## src/rtl/aurora_frame_gen_if.sv

```systemverilog
// aurora_frame_gen_if: AXI4-Stream TX bundle between the frame generator and
// the Aurora core user port (big-endian bit numbering, bit 0 = MSB).
interface aurora_frame_gen_if;
  logic [0:31] tx_data;
  logic        tx_tvalid;
  logic        tx_tready;
  logic [0:3]  tx_tkeep;
  logic        tx_tlast;

  modport master (
    output tx_data,
    output tx_tvalid,
    output tx_tkeep,
    output tx_tlast,
    input  tx_tready
  );

  modport slave (
    input  tx_data,
    input  tx_tvalid,
    input  tx_tkeep,
    input  tx_tlast,
    output tx_tready
  );
endinterface

```

## src/rtl/aurora_frame_gen.sv

```systemverilog
// aurora_frame_gen: counting-payload AXI4-Stream frame source for Aurora TX.
// Define AURORA_FRAME_GEN_HDR_EN to prefix each frame with a header beat.
module aurora_frame_gen #(
  parameter int unsigned FRAME_LEN = 16,
  parameter int unsigned IDLE_GAP  = 4,
  parameter logic [3:0]  LAST_KEEP = 4'b1111,
  parameter logic [31:0] SEED      = 32'h00000000
) (
  input  logic                      io_clk,
  input  logic                      RESET_N,
  input  logic                      enable,
  input  logic                      channel_up,
  aurora_frame_gen_if.master        tx,
  output logic [15:0]               frame_count,
  output logic                      busy
);

  localparam logic [15:0] LAST_BEAT = 16'(FRAME_LEN - 1);
  localparam logic [15:0] GAP_LAST  = 16'(IDLE_GAP - 1);

`ifdef AURORA_FRAME_GEN_HDR_EN
  typedef enum logic [1:0] {
    S_IDLE, S_HDR, S_DATA, S_GAP
  } state_t;
  localparam state_t S_START = S_HDR;
`else
  typedef enum logic [1:0] {
    S_IDLE, S_DATA, S_GAP
  } state_t;
  localparam state_t S_START = S_DATA;
`endif

  logic [1:0]  rst_sync_q;
  logic        rst_n;
  state_t      state_q, state_d;
  logic [15:0] beat_q, beat_d;
  logic [15:0] gap_q, gap_d;
  logic [15:0] frame_q, frame_d;
  logic [31:0] word_q, word_d;
  logic        start;
  logic        is_last;
  logic        valid;
  logic [31:0] data;
  logic [3:0]  keep;
  logic        last;

  // Assert asynchronously, release two edges later.
  always_ff @(posedge io_clk or negedge RESET_N) begin
    if (!RESET_N) rst_sync_q <= '0;
    else          rst_sync_q <= {rst_sync_q[0], 1'b1};
  end

  assign rst_n = rst_sync_q[1];

  always_ff @(posedge io_clk or negedge rst_n) begin
    if (!rst_n) begin
      state_q <= S_IDLE;
      beat_q  <= '0;
      gap_q   <= '0;
      frame_q <= '0;
      word_q  <= SEED;
    end else begin
      state_q <= state_d;
      beat_q  <= beat_d;
      gap_q   <= gap_d;
      frame_q <= frame_d;
      word_q  <= word_d;
    end
  end

  assign start   = enable && channel_up;
  assign is_last = (beat_q == LAST_BEAT);

  always_comb begin
    state_d = state_q;
    beat_d  = beat_q;
    gap_d   = gap_q;
    frame_d = frame_q;
    word_d  = word_q;
    unique case (state_q)
      S_IDLE: begin
        if (start) state_d = S_START;
      end
`ifdef AURORA_FRAME_GEN_HDR_EN
      S_HDR: begin
        if (!channel_up) begin
          state_d = S_IDLE;
        end else if (tx.tx_tready) begin
          state_d = S_DATA;
          beat_d  = '0;
        end
      end
`endif
      // A link drop wins over a same-cycle handshake: nothing is counted.
      S_DATA: begin
        if (!channel_up) begin
          state_d = S_IDLE;
          beat_d  = '0;
        end else if (tx.tx_tready) begin
          word_d = word_q + 32'd1;
          if (is_last) begin
            beat_d  = '0;
            gap_d   = '0;
            frame_d = frame_q + 16'd1;
            if (IDLE_GAP == 0)
              state_d = start ? S_START : S_IDLE;
            else
              state_d = S_GAP;
          end else begin
            beat_d = beat_q + 16'd1;
          end
        end
      end
      // Final gap cycle already acts as IDLE so the gap is exact.
      S_GAP: begin
        if (gap_q == GAP_LAST)
          state_d = start ? S_START : S_IDLE;
        else
          gap_d = gap_q + 16'd1;
      end
      default: state_d = S_IDLE;
    endcase
  end

  always_comb begin
    valid = 1'b0;
    data  = '0;
    keep  = '0;
    last  = 1'b0;
    unique case (state_q)
`ifdef AURORA_FRAME_GEN_HDR_EN
      S_HDR: begin
        valid = 1'b1;
        data  = {16'hA5A5, frame_q};
        keep  = 4'hF;
      end
`endif
      S_DATA: begin
        valid = 1'b1;
        data  = word_q;
        last  = is_last;
        keep  = is_last ? LAST_KEEP : 4'hF;
      end
      default: ;
    endcase
  end

  assign tx.tx_tvalid = valid;
  assign tx.tx_data   = data;
  assign tx.tx_tkeep  = keep;
  assign tx.tx_tlast  = last;
  assign frame_count  = frame_q;
  assign busy         = (state_q != S_IDLE);

endmodule

```

## src/flat_wrapper.sv

```systemverilog
// flat-port wrapper written by rule: the top's interface ports become plain ports
module aurora_frame_gen_flat 
#(
  parameter int unsigned FRAME_LEN = 16,
  parameter int unsigned IDLE_GAP  = 4,
  parameter logic [3:0]  LAST_KEEP = 4'b1111,
  parameter logic [31:0] SEED      = 32'h00000000
)
  (io_clk, RESET_N, enable, channel_up, frame_count, busy, tx_tx_data, tx_tx_tvalid, tx_tx_tkeep, tx_tx_tlast, tx_tx_tready);
  aurora_frame_gen_if tx_i ();
  input  logic io_clk;
  input  logic RESET_N;
  input  logic enable;
  input  logic channel_up;
  output logic [15:0] frame_count;
  output logic busy;
  output wire logic [$bits(tx_i.tx_data)-1:0] tx_tx_data;
  output wire logic [$bits(tx_i.tx_tvalid)-1:0] tx_tx_tvalid;
  output wire logic [$bits(tx_i.tx_tkeep)-1:0] tx_tx_tkeep;
  output wire logic [$bits(tx_i.tx_tlast)-1:0] tx_tx_tlast;
  input wire logic [$bits(tx_i.tx_tready)-1:0] tx_tx_tready;
  assign tx_tx_data = tx_i.tx_data;
  assign tx_tx_tvalid = tx_i.tx_tvalid;
  assign tx_tx_tkeep = tx_i.tx_tkeep;
  assign tx_tx_tlast = tx_i.tx_tlast;
  assign tx_i.tx_tready = tx_tx_tready;
  aurora_frame_gen #(.FRAME_LEN(FRAME_LEN), .IDLE_GAP(IDLE_GAP), .LAST_KEEP(LAST_KEEP), .SEED(SEED)) u_core (.io_clk(io_clk), .RESET_N(RESET_N), .enable(enable), .channel_up(channel_up), .tx(tx_i), .frame_count(frame_count), .busy(busy));
endmodule
```

## config.mk

```make
export PLATFORM = sky130hd
export DESIGN_NAME = aurora_frame_gen_flat
export DESIGN_NICKNAME = d
export VERILOG_FILES = /design/src/rtl/aurora_frame_gen_if.sv /design/src/rtl/aurora_frame_gen.sv /design/src/flat_wrapper.sv
export SDC_FILE = /design/constraint.sdc
export NUM_CORES = 1
export LEC_CHECK = 0
export BUFFER_PORTS_ARGS = -buffer_cell sky130_fd_sc_hd__clkbuf_2
export CORE_MARGIN = 3
export CORE_UTILIZATION = 62
export CTS_CLUSTER_DIAMETER = 40
export DETAILED_ROUTE_END_ITERATION = 12
export PLACE_DENSITY = 0.85
export SYNTH_ARGS = -nofsm -noshare
export SYNTH_HDL_FRONTEND = slang
export SYNTH_SLANG_ARGS = --single-unit
```

## constraint.sdc

```tcl
create_clock -name io_clk -period 6.04 [get_ports io_clk]
set_input_delay 0 -clock io_clk [delete_from_list [all_inputs] [get_ports io_clk]]
set_output_delay 0 -clock io_clk [all_outputs]
set_load 0.005 [all_outputs]
```

==> results.md, run 1 <==
- Status: complete, no violations
- Share of layout cells above drive strength 1: ~17%
- Detailed-route vias per instance: roughly 6
- Max frequency: roughly 340 MHz
- Synthesized-area fraction occupied by ao, oa, aoi and oai cells: 10.38%
- CP Launch Type: flip-flop
- CP endpoint kind: flip-flop
- Part of the Yosys area used for sequential elements: roughly half
- FF-to-FF setup slack: slightly above 3 ns
- Leading post-synthesis cells by cell area: dfrtp_1 (49%), xnor2_1 (5.1%), xor2_1 (4.5%), and2_1 (4.2%), nand3_1 (4.1%)
- Count of standard-cell rows: 29
- Number of buffer and inverter instances along the worst setup path: 1
- Starting utilization of the core area: roughly 66%
- Synth-to-layout area growth: 13.67%
- I/O Buffers: a little under 60
- Total routed wirelength: 9053 um
- Clock tree root buffer cell: clkbuf_8
- Filler cell count in the final layout: around 460
- Start of the worst register-to-register path: u_core.state_q[1]
- Area of the mapped netlist: about 0.0043 mm2
- Synth Instances: approximately 450
- Cell type contributing the most total cell area after synthesis: dfrtp_1
- Final critical delay including setup and external delays: 2.932 ns
- Skew-Pair Late Insertion Delay: 0.36 ns
- Post-route setup slack: between 3 and 4 ns
- Max-Cap Viols: 0
- Area share of xor/xnor cells in the synthesized design: around a tenth
- Final worst path period share: between 40% and 50%
- Min-Delay Startpoint: channel_up
- RSZ-0062 raised after global routing: false
- Share of Yosys cell area claimed by the top area cell type: roughly 49%
- Required time reported for the critical path endpoint: about 6.3 ns
- Critical path start-end classification: flip-flop to flip-flop
- Vert. Die Dim: between 80 and 90 um
- Number of diodes: 0
- Resized Gates After CTS: 0
- Max FO, Critical Path: 38
- Reg2reg path depth: 6
- Slew headroom: about a third
- Inserted Clock Buffers: 9
- Hold depth: 4
- Total congestion overflow: 0
- Placement Setup Slack: about 3.2 ns
- Terminus of the critical flop-to-flop path: u_core.beat_q[8]
- Post-Route Setup TNS: 0 ns
- Kind of path behind the tightest hold check: input pin to flip-flop
- # placed instances: 568
- Core outline area: 0.006531 mm2
- Nets: about 500
- Post-CTS Setup Bufs: 0
- First DRT Iteration DRCs: about 190
- Clock-pin transition on the worst setup and hold timing paths: ~0.09 ns
- Initial DRT Pass Iterations: 5
- Worst endpoint data arrival time: between 3 and 4 ns
- CTS Hold Bufs: 4
- # setup viols final: 0
- Series of cell instances along the critical path: nand2b_1 > inv_1 > nand3_2 > nor2_1 > o21ai_0 > a31oi_1
- Max rail drop VDD: 0.1331 mV
- Count of endpoints failing hold in the final timing report: 0
- Power Dens Cells: 230.2 mW/mm2
- Clock tree from TritonCTS: yes
- Most used DFF post-synth: dfrtp_1
- Worst Tran Pin Value: ~1.0 ns
- Number of synthesized register bits: 84
- DP Area: about 0.0046 mm2
- Post-synthesis mux area share: less than 1%
- Die Footprint: a little under 0.008 mm2
- Area share of fa/ha/maj cells after synthesis: approximately 1.2%
- Endpoint, Worst Hold: u_core.word_q[1]
- Number of sinks handled by clock tree synthesis: 84
- Overall die width: a little under 90 um
- Largest delay share family, worst path: simple AND/OR/NAND/NOR gates
- Leakage power figure: between 2 and 2.5 nW
- Slowest stage cell on the critical path: nor2_1
- Antenna violation net count after detailed routing: 0
- Post-synth EDFFs: 0
- RD Place Congestion: between 0.8 and 0.9
- Number of unique standard cell types used by synthesis: 48
- Number of nets in the synthesized netlist: roughly 460
- Number of DRC violations after detailed routing: 0
- Count of non-filler cells in the finished layout: around 590
- Total half-perimeter wirelength after legalization and detailed placement: 6241 um
- Total chip power: roughly 1.1 mW
- Wire length of the first global-routing pass: approximately 15000 um
- Synth Area in Simple Gates: 26.44%
- Average cell area after synthesis: around 9.6 um2
- Post-DR wirelength/cell: 15.40 um
- Number of warnings printed during yosys synthesis: 0
- Slew Limit Fails: 0
- Maximum level of the CTS H-tree: 3
- Total Routing Usage GR: around a quarter
- Fraction of registers with async set/reset: 100.0%
- Number of global-route vias before repair: about 3300
- Vias post-DR: between 3000 and 4000
- Antenna violations before repair: 0
- Pin count of the biggest net entering global routing: 83
- Clock Skews: about 0.011 ns
- Top-Level Pins: 60
- Delay of the slowest cell on the worst path: between 0.7 and 0.8 ns
- Post-route cell area: around 0.0049 mm2
- Combinational family with the most area after synthesis: simple AND/OR/NAND/NOR gates
- Number of buffers on the longest clock path: 2
worst max-delay path by stage:
stage	cells after the start	slack [ns]	startpoint	to
3_5_place_dp	5	3.18	u_core.gap_q[8]	u_core.gap_q[8]
4_1_cts	6	3.17	u_core.gap_q[8]	u_core.gap_q[5]
6_report	6	3.11	u_core.state_q[1]	u_core.beat_q[8]
2_1_floorplan	0	3.53	u_core.rst_sync_q[1]	u_core.beat_q[0]
3_3_place_gp	6	3.35	u_core.state_q[1]	u_core.beat_q[5]
5_1_grt	6	2.77	u_core.state_q[1]	u_core.beat_q[11]
worst reg2reg max path, stage by stage (launching register included):
cell and delay, ns:
dfrtp_1 0.41, nand2b_1 0.23, inv_1 0.68, nand3_2 0.31, nor2_1 0.78, o21ai_0 0.20, a31oi_1 0.24
cells in the mapped netlist (all sizes together), types with 10 or more instances:
library cell  count
inv              13
nor2             42
dfrtp            84
nand2            39
nor4             10
nand3            36
nor3             10
nand4            12
and3             11
a21oi            17
a31oi            15
xnor2            25
and2             30
xor2             22
o21ai            25
sequential cells by signal, indices dropped and copies added (netlist names):
register            cells
u_core.gap_q           16
u_core.state_q          2
u_core.rst_sync_q       2
u_core.beat_q          16
u_core.frame_count     16
u_core.word_q          32
stage by stage:
step	hold slack (ns)	utilization (%)
3_3_place_gp	-0.2147	70.63
2_1_floorplan	-0.2956	-
3_5_place_dp	-0.2113	70.63
6_report	0.08625	74.69
5_1_grt	0.1381	74.69
4_1_cts	0.08246	74.69
layer usage:
layer | GRT usage (%) | wire [um] | up-vias
met4 | 10.83 | 203 | 0
met3 | 4.608 | 517 | 19
met5 | 0 | 0 | -
met1 | 32.27 | 4015 | 1665
li1 | - | - | 1686
met2 | 39.45 | 4316 | 116
cell usage in the layout, fill, tap and decap left out, drive strengths merged, types with 2 or more instances in the layout:
master,netlist,routed
inv,13,14
nor2b,2,2
xnor2,25,25
nor2,42,42
and3,11,11
nand3,36,36
a22o,4,4
dfrtp,84,84
or3,2,2
nand2,39,39
nor4,10,10
a41oi,2,2
and2,30,30
o21ai,25,25
a21oi,17,17
dlygate4sd3,0,4
clkinvlp,0,2
nand2b,2,2
and4,5,5
xor2,22,22
bufinv,0,2
a31oi,15,15
a21o,2,2
o31ai,3,3
ha,4,4
nand4,12,12
nor3,10,10
clkbuf,9,70
final cells by class:
| class | count | area (um2) | share of cell area (%) |
|---|---|---|---|
| Clock buffer | 11 | 141.4 | 2.898 |
| Inverter | 13 | 48.80 | 1.000 |
| Multi-Input combinational cell | 335 | 2067 | 42.37 |
| Clock inverter | 5 | 83.83 | 1.718 |
| Tap cell | 77 | 96.34 | 1.975 |
| Sequential cell | 84 | 2106 | 43.16 |
| Timing Repair Buffer | 63 | 335.3 | 6.874 |
cell families after synthesis:
family	after synthesis
and+or+nand+nor	207
xor gates and xnor gates	47
adders and majority gates	4
muxes	2
DFF	84
AOI/OAI and AO/OA	74
other	1
buffers and inverters	28
where the power goes:
group / switching [mW] / internal [mW]
Combinational: 0.0322 / 0.0266
Sequential: 0.0320 / 0.577
Clock: 0.209 / 0.246
Total: 0.274 / 0.850
Power figures use the tool's default switching activity.
==> inputs of run 2 (changes only) <==
--- a/config.mk
+++ b/config.mk
@@ -7,10 +7,10 @@
 export LEC_CHECK = 0
 export BUFFER_PORTS_ARGS = -buffer_cell sky130_fd_sc_hd__clkbuf_2
 export CORE_MARGIN = 3
-export CORE_UTILIZATION = 62
+export CORE_UTILIZATION = 57
 export CTS_CLUSTER_DIAMETER = 40
 export DETAILED_ROUTE_END_ITERATION = 12
-export PLACE_DENSITY = 0.85
+export PLACE_DENSITY = 0.79
 export SYNTH_ARGS = -nofsm -noshare
 export SYNTH_HDL_FRONTEND = slang
 export SYNTH_SLANG_ARGS = --single-unit
==> constraint.sdc (replaced) <==
create_clock -name io_clk -period 3 [get_ports io_clk]
set_input_delay 0 -clock io_clk [delete_from_list [all_inputs] [get_ports io_clk]]
set_output_delay 0 -clock io_clk [all_outputs]
set_load 0.005 [all_outputs]
==> run 2 against run 1 <==
Compared with the run above:
- first-iteration DRC count up 8.1%
- critical path depth unchanged
- cell area grew 0.82%
- non-clock buffer count rose by 4
- utilization shrank 7.2 points
- wire length up 1.1%
- count of clock-buffer cells in the layout shrank 1
- clock power increased by 82%
- die area increased by 8.2%
- register-to-register slack worse by 2.4 ns
- via count grew 2.4%
==> results.md, run 2 (same netlist as run 1, synthesis figures left out) <==
- Antenna violation net count after detailed routing: 0
- Number of buffers on the longest clock path: 2
- Number of sinks handled by clock tree synthesis: 84
- Number of global-route vias before repair: approximately 3500
- Wire length of the first global-routing pass: 15810 um
- RD Place Congestion: 0.8483
- CTS Hold Bufs: 4
- Post-DR wirelength/cell: between 10 and 15 um
- # setup viols final: 0
- Number of buffer and inverter instances along the worst setup path: 0
- Vias post-DR: between 3000 and 4000
- Most common cell after layout, fill and taps aside: dfrtp_1
- FF-to-FF setup slack: between 0.7 and 0.8 ns
- Resized Gates After CTS: 0
- DP Area: 0.004671 mm2
- Series of cell instances along the critical path: ha_1 > and3_1 > nand4_2 > or4_1 > nor3_2 > xor2_1
- Post-Route Hold Slack: about 0.12 ns
- CP Launch Type: flip-flop
- Vert. Die Dim: approximately 93 um
- Count of non-filler cells in the finished layout: approximately 610
- CP endpoint kind: flip-flop
- Commonest cells after routing, fill and taps aside: dfrtp_1 (83), clkbuf_2 (59), nor2_1 (42), nand2_1 (39), nand3_1 (35)
- Delay of the slowest cell on the worst path: slightly above 0.7 ns
- Total chip power: approximately 2.2 mW
- First DRT Iteration DRCs: 200
- Count of standard-cell rows: 31
- Post-Route Setup TNS: 0 ns
- Max frequency: between 400 and 500 MHz
- Slew Limit Fails: 0
- Slowest stage cell on the critical path: or4_1
- Clock tree root buffer cell: clkbuf_8
- Placement Setup Slack: approximately 0.76 ns
- Top-Level Pins: 60
- Post-route setup slack: roughly 0.71 ns
- Total congestion overflow: 0
- End-of-flow core utilization: between 60% and 70%
- Top register by number of flip-flops: u_core.word_q
- Number of diodes: 0
- Final critical delay including setup and external delays: between 2 and 2.5 ns
- Count of endpoints failing hold in the final timing report: 0
- Required time reported for the critical path endpoint: 3.27 ns
- Slew headroom: a little under a third
- Total Routing Usage GR: 22.46%
- Die Footprint: approximately 0.0086 mm2
- Maximum level of the CTS H-tree: 3
- Largest delay share family, worst path: simple AND/OR/NAND/NOR gates
- Core outline area: approximately 0.0073 mm2
- Clock Skews: slightly below 0.009 ns
- Max rail drop VDD: about 0.25 mV
- Worst Tran Pin Value: between 1 and 1.5 ns
- Overall die width: just over 90 um
- RSZ-0062 raised after global routing: false
- Initial DRT Pass Iterations: 5
- Clock tree from TritonCTS: yes
- # placed instances: slightly below 600
- Critical path start-end classification: flip-flop to flip-flop
- Pin count of the biggest net entering global routing: 83
- Antenna violations before repair: 0
- Power Dens Cells: 442.7 mW/mm2
- Final worst path period share: between 70% and 80%
- Worst endpoint data arrival time: 2.56 ns
- Max FO, Critical Path: 6
- Flip-flop count of the largest register after layout: 32
- Nets: about 520
- Total half-perimeter wirelength after legalization and detailed placement: ~6300 um
- Leakage power figure: 2.321 nW
- Inserted Clock Buffers: 9
- Max-Cap Viols: 0
- Starting utilization of the core area: around three fifths
- Post-route cell area: between 0.004 and 0.005 mm2
- Share of layout cells above drive strength 1: around 17%
- Kind of path behind the tightest hold check: input pin to flip-flop
- Detailed-route vias per instance: between 5 and 6
- Synth-to-layout area growth: 14.61%
- I/O Buffers: between 50 and 60
- Number of DRC violations after detailed routing: 0
- Status: complete, no violations
- Skew-Pair Late Insertion Delay: 0.35 ns
- Clock-pin transition on the worst setup and hold timing paths: approximately 0.090 ns
- Total routed wirelength: between 9000 and 10000 um
- Post-CTS Setup Bufs: 0
[run 2: worst paths after layout]
kind                                       from                      to  cells past startpoint
max reg2reg                    u_core.beat_q[0]  u_core.frame_count[13]                      6
min reg2reg                u_core.rst_sync_q[0]    u_core.rst_sync_q[1]                      0
min in group asynchronous               RESET_N    u_core.rst_sync_q[1]                      3
max                            u_core.beat_q[0]  u_core.frame_count[13]                      6
max in group asynchronous  u_core.rst_sync_q[1]   u_core.frame_count[6]                      0
min                                  channel_up        u_core.word_q[1]                      4
[run 2: power by group]
group	switching, mW	internal, mW
sequential	0.0623	1.16
clock	0.417	0.413
combinational	0.0676	0.0558
[run 2: metal layers]
layer / GRT usage [%] / part of all wire [%] / vias up
met2: 37.61 / 50 / 122
li1: - / - / 1702
met5: 0 / 0 / -
met4: 9.402 / 1.3 / 0
met1: 28.96 / 43 / 1737
met3: 3.656 / 5.7 / 9
[run 2: final cells by class]
cell class              count  area (um2)
fillers                   604        2374
flip-flops and latches     84        2106
multi-input cells         335        2067
repair buffers             67       365.4
clock buffers              10       137.6
well taps                  99       123.9
clock inverters             6       70.07
inverters                  13       48.80
[run 2: worst min-delay path, stage by stage]
cell	delay [ns]
clkbuf_2	0.13
nand3_2	0.17
nand2_1	0.07
nand2_1	0.06
